$ cat src/rtl/lm32_dtlb_walker.sv
// -----------------------------------------------------------------------------
// lm32_dtlb_walker
//
// Hardware page-table walker for the LM32 data TLB. On a DTLB miss it walks a
// two-level table of 4 KB pages over a Wishbone classic master port. The walk
// ends in one of two ways:
//   - a one-cycle refill pulse for the DTLB (upd_valid), or
//   - a one-cycle fault pulse (fault) carrying a reason code.
//
// Ports
//   clk_i, rst_i         clock; synchronous active-high reset
//   walk_req, walk_vaddr miss request and faulting virtual address
//   ptbr                 page-table base (bits 31:12 used)
//   abort                cancel an in-progress walk
//   busy                 high whenever the walker is not idle
//   d_adr_o .. d_err_i   Wishbone classic read master (word aligned, sel = F)
//   upd_valid/vaddr/paddr  refill entry (paddr bit 0 = CSR write strobe)
//   fault/fault_code/fault_vaddr  failure report
//                        fault_code: 01 L1 invalid, 10 L2 invalid, 11 bus err/timeout
//
// Timing with a zero-wait slave: request sampled in cycle 0, L1 strobe in
// cycle 1, one idle bus cycle, L2 strobe in cycle 3, one idle bus cycle,
// and the refill pulse in cycle 5. The pulse outputs are registered, so
// busy is already low in the cycle that carries the pulse.
// -----------------------------------------------------------------------------
module lm32_dtlb_walker #(
  parameter int unsigned timeout_cycles = 256
) (
  input  logic        clk_i,
  input  logic        rst_i,
  input  logic        walk_req,
  input  logic [31:0] walk_vaddr,
  input  logic [31:0] ptbr,
  input  logic        abort,
  output logic        busy,
  output logic [31:0] d_adr_o,
  output logic        d_cyc_o,
  output logic        d_stb_o,
  output logic        d_we_o,
  output logic [3:0]  d_sel_o,
  input  logic [31:0] d_dat_i,
  input  logic        d_ack_i,
  input  logic        d_err_i,
  output logic        upd_valid,
  output logic [31:0] upd_vaddr,
  output logic [31:0] upd_paddr,
  output logic        fault,
  output logic [1:0]  fault_code,
  output logic [31:0] fault_vaddr
);

  localparam logic [2:0] ST_IDLE  = 3'd0;
  localparam logic [2:0] ST_L1    = 3'd1;
  localparam logic [2:0] ST_L2    = 3'd2;
  localparam logic [2:0] ST_DONE  = 3'd3;
  localparam logic [2:0] ST_FAIL  = 3'd4;
  localparam logic [2:0] ST_DRAIN = 3'd5;

  localparam logic [1:0] CODE_L1_INVALID = 2'b01;
  localparam logic [1:0] CODE_L2_INVALID = 2'b10;
  localparam logic [1:0] CODE_BUS        = 2'b11;

  // Last wait-counter value before the phase is declared dead.
  localparam logic [15:0] TMO_LAST = 16'(timeout_cycles - 1);

  logic [2:0]  r_state;
  logic        r_stb;
  logic [31:0] r_adr;
  logic [31:0] r_vaddr;
  logic [19:0] r_l2base;
  logic [19:0] r_pfn;
  logic [15:0] r_tmo;
  logic [1:0]  r_pend_code;
  logic        r_upd_valid;
  logic [31:0] r_upd_vaddr;
  logic [31:0] r_upd_paddr;
  logic        r_fault;
  logic [1:0]  r_fault_code;
  logic [31:0] r_fault_vaddr;

  logic w_ack;
  logic w_err;
  logic w_term;
  logic w_expire;
  logic w_unused_bits;

  // Terminations only count while a phase is outstanding; a stray ack in the
  // inter-level gap or after reset is ignored.
  assign w_ack    = r_stb & d_ack_i;
  assign w_err    = r_stb & d_err_i;
  assign w_term   = w_ack | w_err;
  assign w_expire = r_stb & ~w_term & (r_tmo == TMO_LAST);

  // Offset bits of the base register and the PTE flag bits other than valid
  // carry no meaning for the walk.
  assign w_unused_bits = ^{ptbr[11:0], d_dat_i[11:1]};

  always_ff @(posedge clk_i) begin
    // NOTE: every register here uses <= so all state advances together from
    // values sampled at the same edge; = would leak updates between lines.
    if (rst_i) begin
      // NOTE: data registers are reset too, not just control, because the
      // address and report outputs must read as zero after reset.
      r_state       <= ST_IDLE;
      r_stb         <= 1'b0;
      r_adr         <= '0;
      r_vaddr       <= '0;
      r_l2base      <= '0;
      r_pfn         <= '0;
      r_tmo         <= '0;
      r_pend_code   <= '0;
      r_upd_valid   <= 1'b0;
      r_upd_vaddr   <= '0;
      r_upd_paddr   <= '0;
      r_fault       <= 1'b0;
      r_fault_code  <= '0;
      r_fault_vaddr <= '0;
    end else begin
      r_upd_valid <= 1'b0;
      r_fault     <= 1'b0;

      case (r_state)
        ST_IDLE: begin
          if (walk_req) begin
            r_vaddr <= walk_vaddr;
            r_adr   <= {ptbr[31:12], walk_vaddr[31:22], 2'b00};
            r_stb   <= 1'b1;
            r_tmo   <= '0;
            r_state <= ST_L1;
          end
        end

        ST_L1, ST_L2: begin
          if (!r_stb) begin
            // Inter-level gap: the bus has been idle for one cycle, so the
            // L2 phase may start now unless the walk was cancelled.
            if (abort) begin
              r_state <= ST_IDLE;
            end else begin
              r_adr <= {r_l2base, r_vaddr[21:12], 2'b00};
              r_stb <= 1'b1;
              r_tmo <= '0;
            end
          end else if (abort) begin
            // The slave owns the outstanding phase; keep strobing until it
            // terminates, but never report anything for this walk.
            if (w_term || w_expire) begin
              r_stb   <= 1'b0;
              r_state <= ST_IDLE;
            end else begin
              r_tmo   <= r_tmo + 16'd1;
              r_state <= ST_DRAIN;
            end
          end else if (w_err || w_expire) begin
            r_stb       <= 1'b0;
            r_pend_code <= CODE_BUS;
            r_state     <= ST_FAIL;
          end else if (w_ack) begin
            r_stb <= 1'b0;
            if (!d_dat_i[0]) begin
              r_pend_code <= (r_state == ST_L1) ? CODE_L1_INVALID : CODE_L2_INVALID;
              r_state     <= ST_FAIL;
            end else if (r_state == ST_L1) begin
              r_l2base <= d_dat_i[31:12];
              r_state  <= ST_L2;
            end else begin
              r_pfn   <= d_dat_i[31:12];
              r_state <= ST_DONE;
            end
          end else begin
            r_tmo <= r_tmo + 16'd1;
          end
        end

        ST_DRAIN: begin
          if (w_term || w_expire) begin
            r_stb   <= 1'b0;
            r_state <= ST_IDLE;
          end else begin
            r_tmo <= r_tmo + 16'd1;
          end
        end

        ST_DONE: begin
          // Report registers change only together with their pulse so they
          // hold the last result until the next one.
          r_upd_valid <= 1'b1;
          r_upd_vaddr <= {r_vaddr[31:12], 12'h000};
          r_upd_paddr <= {r_pfn, 11'h000, 1'b1};
          r_state     <= ST_IDLE;
        end

        ST_FAIL: begin
          r_fault       <= 1'b1;
          r_fault_code  <= r_pend_code;
          r_fault_vaddr <= r_vaddr;
          r_state       <= ST_IDLE;
        end

        default: begin
          r_stb   <= 1'b0;
          r_state <= ST_IDLE;
        end
      endcase
    end
  end

  assign busy        = (r_state != ST_IDLE);
  assign d_adr_o     = r_adr;
  assign d_cyc_o     = r_stb;
  assign d_stb_o     = r_stb;
  assign d_we_o      = 1'b0;
  assign d_sel_o     = 4'hF;
  assign upd_valid   = r_upd_valid;
  assign upd_vaddr   = r_upd_vaddr;
  assign upd_paddr   = r_upd_paddr;
  assign fault       = r_fault;
  assign fault_code  = r_fault_code;
  assign fault_vaddr = r_fault_vaddr;

endmodule

$ cat config.mk
export PLATFORM = sky130hd
export DESIGN_NAME = lm32_dtlb_walker
export DESIGN_NICKNAME = d
export VERILOG_FILES = /design/src/rtl/lm32_dtlb_walker.sv
export SDC_FILE = /design/constraint.sdc
export NUM_CORES = 1
export LEC_CHECK = 0
export CAP_MARGIN = 20
export CORE_MARGIN = 4
export CORE_UTILIZATION = 47
export DETAILED_ROUTE_END_ITERATION = 10
export PLACE_DENSITY = 0.88
export SETUP_SLACK_MARGIN = 0.1
export SLEW_MARGIN = 20
export SYNTH_ARGS = -nofsm -noshare
export SYNTH_HDL_FRONTEND = slang
export SYNTH_SLANG_ARGS = --single-unit
export TNS_END_PERCENT = 5
$ cat constraint.sdc
create_clock -name clk_i -period 2.7 [get_ports clk_i]
set_input_delay 0.405 -clock clk_i [delete_from_list [all_inputs] [get_ports clk_i]]
set_output_delay 0.405 -clock clk_i [all_outputs]
set_load 0.05 [all_outputs]
### Yosys cells after proc, flatten, opt, wreduce, memory -nomap -nowiden

Cells that the tools add are included.

| word-level totals | value |
|---|---|
| register bits | 203 |
| input port bits | 102 |
| output and inout bits | 140 |
| logic and storage cells | 96 |

| operators by class | value |
|---|---|
| $add $sub $neg | 1 |
| equal/unequal tests | 16 |
| mux-type cells | 38 |
| bitwise operators | 10 |
| reduce and logical (&&, ||, !) cells | 17 |

Operators by type and width:

| cell | count |
|---|---|
| 16-bit 2-to-1 mux | 7 |
| 32-bit 2-to-1 mux | 3 |
| 32-bit case mux with 2 select lines | 1 |
| 16-bit case mux with 3 select lines | 1 |
| 3-bit 2-to-1 mux | 9 |
| 16-bit by 1-bit adder with 16-bit output (second input constant) | 1 |
| 16-bit by 8-bit equality test with 1-bit output (second input constant) | 1 |
| 7-bit AND reduction | 2 |
| 4-bit != test (second input constant) | 3 |
| 1-bit 2-to-1 mux | 11 |
| 5-bit AND reduction | 2 |
| 3-bit case mux with 3 select lines | 1 |
| 2-bit 2-to-1 mux | 4 |
| 2-bit != test (second input constant) | 4 |
| 4-bit AND reduction | 2 |
| 3-bit by 2-bit equality test with 1-bit output (second input constant) | 2 |
| 3-bit equality test (second input constant) | 2 |
| 3-bit != test (second input constant) | 2 |
| 3-bit nonzero test | 2 |
| 1-bit NOT | 5 |
| 1-bit bitwise AND | 4 |
| 1-bit case mux with 4 select lines | 1 |
| 2-bit nonzero test | 2 |
| 2-bit OR reduction | 2 |
| other kinds (7) | 8 |

### Depth between registers and ports, before layout

| logic depth | value |
|---|---|
| depth after elaboration | 10 |
| mapped depth | 9 |
| gate-level depth less buffers | 7 |

### Worst setup path after synthesis

Ideal clock, no wire load.

| path | value |
|---|---|
| path kind | reg2reg |
| start | register r_stb, in the netlist d_cyc_o |
| end | register r_tmo[8] |
| setup time | 0.079 ns |
| arrival | 2.047 ns |
| data required time | 2.621 ns |
| slack | 0.574 ns |
| stages on the path, launching flop included | 7 |
| path buffers | 1 |
| period minus slack after synthesis | 2.126 ns |
| cell sequence | dfxtp_1 clkbuf_1 o21ai_1 a21oi_1 nand3_2 or4_1 o211ai_1 |

| on the way | value |
|---|---|
| word-level cells in the longest chain between the ends | 10 |
| elaborated cells on any way between the ends | 16 |
| those cells by class | eq/ne: 3; mux: 4; bitwise: 6; reduce/logical: 3 |

RTL lines:

| what | RTL line | source |
|---|---|---|
| start: declaration | 67 | `logic r_stb;` |
| start signal: assignment | 105 | `r_stb <= 1'b0;` |
| start signal: assignment | 127 | `r_stb <= 1'b1;` |
| start signal: assignment | 141 | `r_stb <= 1'b1;` |
| 1-bit bitwise AND (on tied branches) | 89, 90 |  |
| 1-bit OR | 91 | `assign w_term = w_ack \| w_err;` |
| 1-bit NOT | 92 | `assign w_expire = r_stb & ~w_term & (r_tmo == TMO_LAST);` |
| 1-bit bitwise AND (2 in a row) | 92 |  |
| 1-bit logical OR | 147, 176 |  |
| 16-bit 2-to-1 mux (2 in a row) | - |  |
| 16-bit 2-to-1 mux | 134 | `if (!r_stb) begin` |
| 16-bit case mux with 3 select lines | 122 | `case (r_state)` |
| end signal: assignment | 151 | `r_tmo <= r_tmo + 16'd1;` |
| end signal: assignment | 171 | `r_tmo <= r_tmo + 16'd1;` |
| end signal: assignment | 180 | `r_tmo <= r_tmo + 16'd1;` |
| end: declaration | 72 | `logic [15:0] r_tmo;` |

Several ways; a longest one is shown, not always the timed one.
A chain may end at the register's enable or synchronous reset.

### Worst setup path after layout

| path | value |
|---|---|
| start | register r_stb, in the netlist d_cyc_o |
| end | output d_cyc_o |

RTL lines:

| what | RTL line | source |
|---|---|---|
| end: declaration | 37 | `output logic d_cyc_o,` |

No word-level cell between the ends.

==> results.cfg <==
[grt]
grt_pass1_wl_um = 36630
grt_usage_pct = 22.66
grt-ovfl-total = 0
grt_pass1_vias = 7046
antenna_found_initial = 0
grt_max_degree = 126

[setup_path]
reg2reg_depth = 6
critical_path_class = flop to output port
worstPathCellList = clkdlybuf4s50_1
critPathLaunchType = flop
path_buf_inv = 1
path_max_fanout = 15
required_ns = 2.30
reg2reg_from = r_state[1]$_SDFFE_PP0P_
worstPathArrival_ns = 2.04
path_delay_family = buffers and inverters
rrSetupSlack_ns = 0.45
slowest_delay_ns = 0.90
rr_endpoint = r_tmo[8]$_SDFFE_PP0P_
crit_path_top_delay_cell = clkdlybuf4s50_1
cp_num_cells = 1
endpoint_kind = output port

[drt]
num_vias = 7389
routed_wirelength_um = 23100
drc = 0
ant_nets = 0
drtPass1Iterations = 5
routedWlPerCell_um = 16.61
via_per_inst = 5.312
drt_first_iter_violations = 509

[clock_network]
clock-root-buffer = clkbuf_16
h-tree-depth = 1
hold_buffers = 0
postCtsSetupBuffers = 0
cts.clk_slew.worst_paths_ns = 0.06
cts_tree = done
numCtsBuffers = 23
cts_buffer_depth = 3
clk-insertion-delay-late_ns = 0.50
cts_resized = 1
cts.sinks = 201

[pwr]
p_total_uw = 8004
ir_drop_mv = 0.5353
total_leakage_power_uw = 0.003983
power.density_mw_per_mm2 = 740.9

[timing]
final-setup-viol-count = 0
hold_violations = 0
drv_slew = 0
clock.fmax_mhz = 408.5
skew_ns = 0.01544
fin_crit_ns = 2.448
timing.hold.ws_ns = 0.3615
rsz0062_at_grt = no
max_slew_margin_pct = 47.33
setup_tns_ns = 0
tightest_slew_ns = 0.7901
finalCritPeriodShare_pct = 90.66

[worst_hold_path]
hold_path_depth = 2
hold_start = rst_i
hold_path_class = primary input to flop
hold_path_end = fault_code[1]$_SDFFE_PP0P_

[die]
io_pins = 242
start_util_pct = 48.48
core_area_mm2 = 0.01676
row_count = 47
die-area_mm2 = 0.01946
die_h_um = 139.5
dieWidth_um = 139.5

[synthesis]
syn_area_per_cell_um2 = 8.133
seq_area_frac_synth_pct = 49.52
yosysWarnings = 0
ys_types = 55
async_flop_share_pct = 0
synth_edf_count = 0
postSynthCellCount = 999
synth_ff_type = dfxtp_1
netlist_area_mm2 = 0.008125
synth_seq_cells = 201

[final_layout]
multi_input_area_mm2 = 0.003660
drive_above_1_share_pct = 5.807
final_nets = 1258
fillerInstances = 1395
final_area_mm2 = 0.01080
area_growth_pct = 32.95
n_antenna_cell = 0
fin_cells = 1391
seq_area_mm2 = 0.004024

[placed_design]
placed_cells = 1350
placed_area_mm2 = 0.01002
dp_hpwl_um = 15760
gp_congestion = 0.8843
io_buffers = 188

[outcome]
status = completed

[job]
drv_cap = 0
[worst max path at each step]
stage / to / slack (ns) / from
2_1_floorplan: r_tmo[8]$_SDFFE_PP0P_ / 0.57 / d_cyc_o$_SDFFE_PP0P_
3_3_place_gp: r_tmo[12]$_SDFFE_PP0P_ / 0.30 / abort
3_5_place_dp: r_tmo[12]$_SDFFE_PP0P_ / 0.25 / d_err_i
4_1_cts: d_stb_o / 0.25 / d_cyc_o$_SDFFE_PP0P_
5_1_grt: r_tmo[8]$_SDFFE_PP0P_ / 0.16 / r_state[1]$_SDFFE_PP0P_
6_report: d_cyc_o / 0.25 / d_cyc_o$_SDFFE_PP0P_
[cell usage in the layout (no fill, tap or decap), drive strengths merged, types with 9 or more instances in the layout]
cell and count:
inv 14, buf 16, nand3 13, dfxtp 201
a211oi 31, conb 30, clkdlybuf4s50 186, mux2i 50
o21ai 12, a21oi 143, nor2 73, o211ai 9
clkbuf 30, nand2 284
[cell families after synthesis]
family | Yosys count | synth area share [%]
and+or+nand+nor | 417 | 21.39
xor gates and xnor gates | 2 | 0.2156
other | 2 | 0.09243
adders and majority gates | 1 | 0.1540
DFF | 201 | 49.52
buffers and inverters | 110 | 6.930
muxes | 50 | 6.160
AOI/OAI and AO/OA | 216 | 15.54
[power breakdown]
part | leakage (µW) | switching (µW) | internal (µW)
combinational | 0.00197 | 1060 | 536
clock | 0.000386 | 1230 | 1930
sequential | 0.00163 | 123 | 3120
[stage by stage]
stage / worst slack (ns) / util, %
CTS: 0.2479 / 64.46
global placement: 0.2972 / 59.77
global route: 0.1557 / 64.46
floorplan: 0.5739 / -
detailed placement: 0.2470 / 59.77
finish: 0.2521 / 64.46
[registers in the layout, indices dropped and copies added, names as in the netlist, 2 cells and up]
name,flops
upd_paddr,21
fault_code,2
r_pend_code,2
r_tmo,16
d_adr_o,30
r_state,3
r_vaddr,32
upd_vaddr,20
r_l2base,20
fault_vaddr,32
r_pfn,20
[synth_stat cells (2+ instances only)]
master / number / share of area [%]
a31oi_1: 2 / 0.15
a211oi_1: 31 / 2.9
and3_1: 7 / 0.54
or4_1: 3 / 0.28
nand2_1: 284 / 13
or3_1: 3 / 0.23
buf_4: 32 / 3.0
conb_1: 2 / 0.092
and2_1: 2 / 0.15
o21a_1: 3 / 0.28
nand3_1: 12 / 0.74
clkbuf_1: 49 / 2.3
and4_1: 2 / 0.22
mux2i_1: 50 / 6.2
nand2b_1: 2 / 0.15
inv_1: 10 / 0.46
a211o_1: 2 / 0.22
nor2_1: 73 / 3.4
o21ai_0: 10 / 0.62
buf_2: 18 / 1.1
a21o_1: 3 / 0.28
nor4_1: 2 / 0.15
o211ai_1: 8 / 0.74
a21oi_1: 143 / 8.8
o21ai_1: 2 / 0.12
a22o_1: 2 / 0.22
dfxtp_1: 201 / 50
nand4_1: 7 / 0.54
nor3_1: 8 / 0.49
[area by class of cell]
cell class / instances / share of cell area, %
timing repair buffer: 203 / 18.69
multi-input combinational: 716 / 33.88
sequential: 201 / 37.25
clock buffer: 30 / 6.127
tap: 220 / 2.548
inverter: 10 / 0.3475
clock inverter: 11 / 1.158
[routing by layer]
layer / track usage [%] / wire [µm] / up-vias
li1: - / - / 3618
met1: 27.68 / 9161 / 3426
met2: 38.47 / 11120 / 279
met3: 5.557 / 1868 / 66
met4: 9.011 / 945 / 0
met5: 0 / 0 / -
No activity file was read; power rests on OpenSTA's default activity.
==> variant: new RTL, same flow settings <==
Reset style: asynchronous (`rst_i`), changed in one clocked block. Comments in the files are not updated.
--- a/src/rtl/lm32_dtlb_walker.sv
+++ b/src/rtl/lm32_dtlb_walker.sv
@@ -95,7 +95,7 @@
   // carry no meaning for the walk.
   assign w_unused_bits = ^{ptbr[11:0], d_dat_i[11:1]};
 
-  always_ff @(posedge clk_i) begin
+  always_ff @(posedge clk_i or posedge rst_i) begin
     // NOTE: every register here uses <= so all state advances together from
     // values sampled at the same edge; = would leak updates between lines.
     if (rst_i) begin
Behaviour: differs if rst_i is asserted again (counterexample within 4 cycles, from zero or initial values and one cycle with rst_i high); with rst_i held inactive, the same outputs for 4 cycles.
==> variant against the unedited design <==
- die area grew 5.1%
- design area grew 5.6%
- synthesized area grew 5.4%
- non-clock buffer count grew 1
- hold slack gained 0.065 ns
- routed wire length shrank 9.1%
- global-route usage shrank 2.4 points
- critical path depth is the same
- worst setup slack gained 0.026 ns
- count of clock-buffer cells in the layout grew 1
- sequential cell count is the same
- critical path type unchanged
- critical endpoint unchanged
Power is not compared: it rests on default switching activity, and its combinational part moved more than twofold at a synthesized area within 25%.
==> variant: results (changes against the unedited design) <==
| Metric | Value |
|---|---|
| Status | finished, final reports clean |
| Largest net degree at the start of global routing | 120 (-4.8%) |
| Drt via density | 5.28 (-0.59%) |
| Fmax | 413 MHz (+1.1%) |
| Syn_area_per_cell | 11.7 sq um (+44%) |
| Post-synthesis mux area share | 17.7% (+12 points) |
| Number of distinct library cells after synthesis | 56 (+1.8%) |
| Slew @ Worst Pin | 0.853 ns (+0.0627 ns) |
| Vias in the first global route | 6216 (-12%) |
| 1st-pass router iterations | 4 (-1) |
| Dpl cell area | 10600 sq um (+6.2%) |
| Routability cong. | 0.854 (-3.4%) |
| Family with the most delay on the worst path | buffers and inverters |
| Synth Flop Type | dfrtp_1 |
| Hold WS | 0.426 ns (+0.0647 ns) |
| Fillers | 1356 (-2.8%) |
| Post-synth top cells | dfrtp_1 (201), nand2_1 (165), mux2_2 (85) |
| Met2 usage | 32.8% (-5.6 points) |
| Initial antenna violation count | 1 (+1) |
| WP data arrival | 2.02 ns (-0.02 ns) |
| DRT iter0 DRCs | 352 (-31%) |
| Placed wire-length estimate | 14300 microns (-9.3%) |
| Total Die Area | 20400 sq um (+5.1%) |
| Dominant cells by area after synthesis | dfrtp_1 (59%), mux2_2 (11%), nand2_1 (7.2%) |
| Crit Path Max Fanout | 14 (-1) |
| Cts bufs inserted | 22 (-4.3%) |
| Worst flop-to-flop path endpoint | r_tmo[7]$_DFFE_PP0P_ |
| GRT met1 Usage | 25.9% (-1.7 points) |
| HP Class | in2async |
| Worst Reg2Reg Path Length in Cells | 5 (-1) |
| Pre-CTS setup slack | 0.373 ns (+0.126 ns) |
| GRT Util Overall | 20.3% (-2.4 points) |
| Worst r2r src | r_state[1]$_DFFE_PP0P_ |
| Nets | 1020 (-19%) |
| CP startpoint | d_cyc_o$_DFFE_PP0P_ |
| Compound-Gate Fraction of Synth Area | 6.56% (-9.0 points) |
| Post-Layout Cell Count | 1161 (-17%) |
| Adder-cell share of the synthesized area | 0.146% (-0.0079 points) |
| Met3 Use GR | 6.20% (+0.64 points) |
| Flop-to-flop setup slack | 0.40 ns (-0.05 ns) |
| Register area share after synthesis | 58.7% (+9.2 points) |
| Layout cell share with drive strength beyond 1 | 16.2% (+10 points) |
| Max Clock Skew | 0.00788 ns (-0.00756 ns) |
| Share of synthesized registers carrying an async set or reset | 100% (+100 points) |
| Synth Area in XOR/XNOR | 0.102% (-0.11 points) |
| First-pass GRT wire length | 33100 microns (-9.6%) |
| Design Area, Final | 11400 sq um (+5.6%) |
variant: layout make-up:
class | count | share of cell area, %
sequential | 201 | 44.1
multi-input combinational | 477 | 28.2
timing repair buffer | 204 | 18.1
clock buffer | 31 | 5.75
tap | 229 | 2.51
clock inverter | 7 | 0.965
inverter | 11 | 0.395
antenna | 1 | 0.0219
variant: timing repair:
action | in CTS | in global routing
endpoints found under the setup margin | 1 | 0
hold buffers | 0 | 0
gates resized for setup | 1 | 0
variant: worst reg2reg max path: cells and delay by family, from the launching register on:
family,cells,cell delay [ns]
AOI/OAI and AO/OA,3,1.12
xor gates and xnor gates,1,0.41
DFF,1,0.48
and+or+nand+nor,1,0.17
variant: stage by stage:
stage                     TNS [ns]  total power [uW]
after floorplan             -61.77              9110
after global placement           0             11000
after detailed placement         0             11200
after CTS                        0             14400
after global routing             0             15000
final                            0             14300
variant: layer usage:
layer	vias to the layer above	share of wire [%]
met5	-	0
met1	3049	40
met4	0	3.4
li1	2838	-
met2	193	49
met3	51	7.7
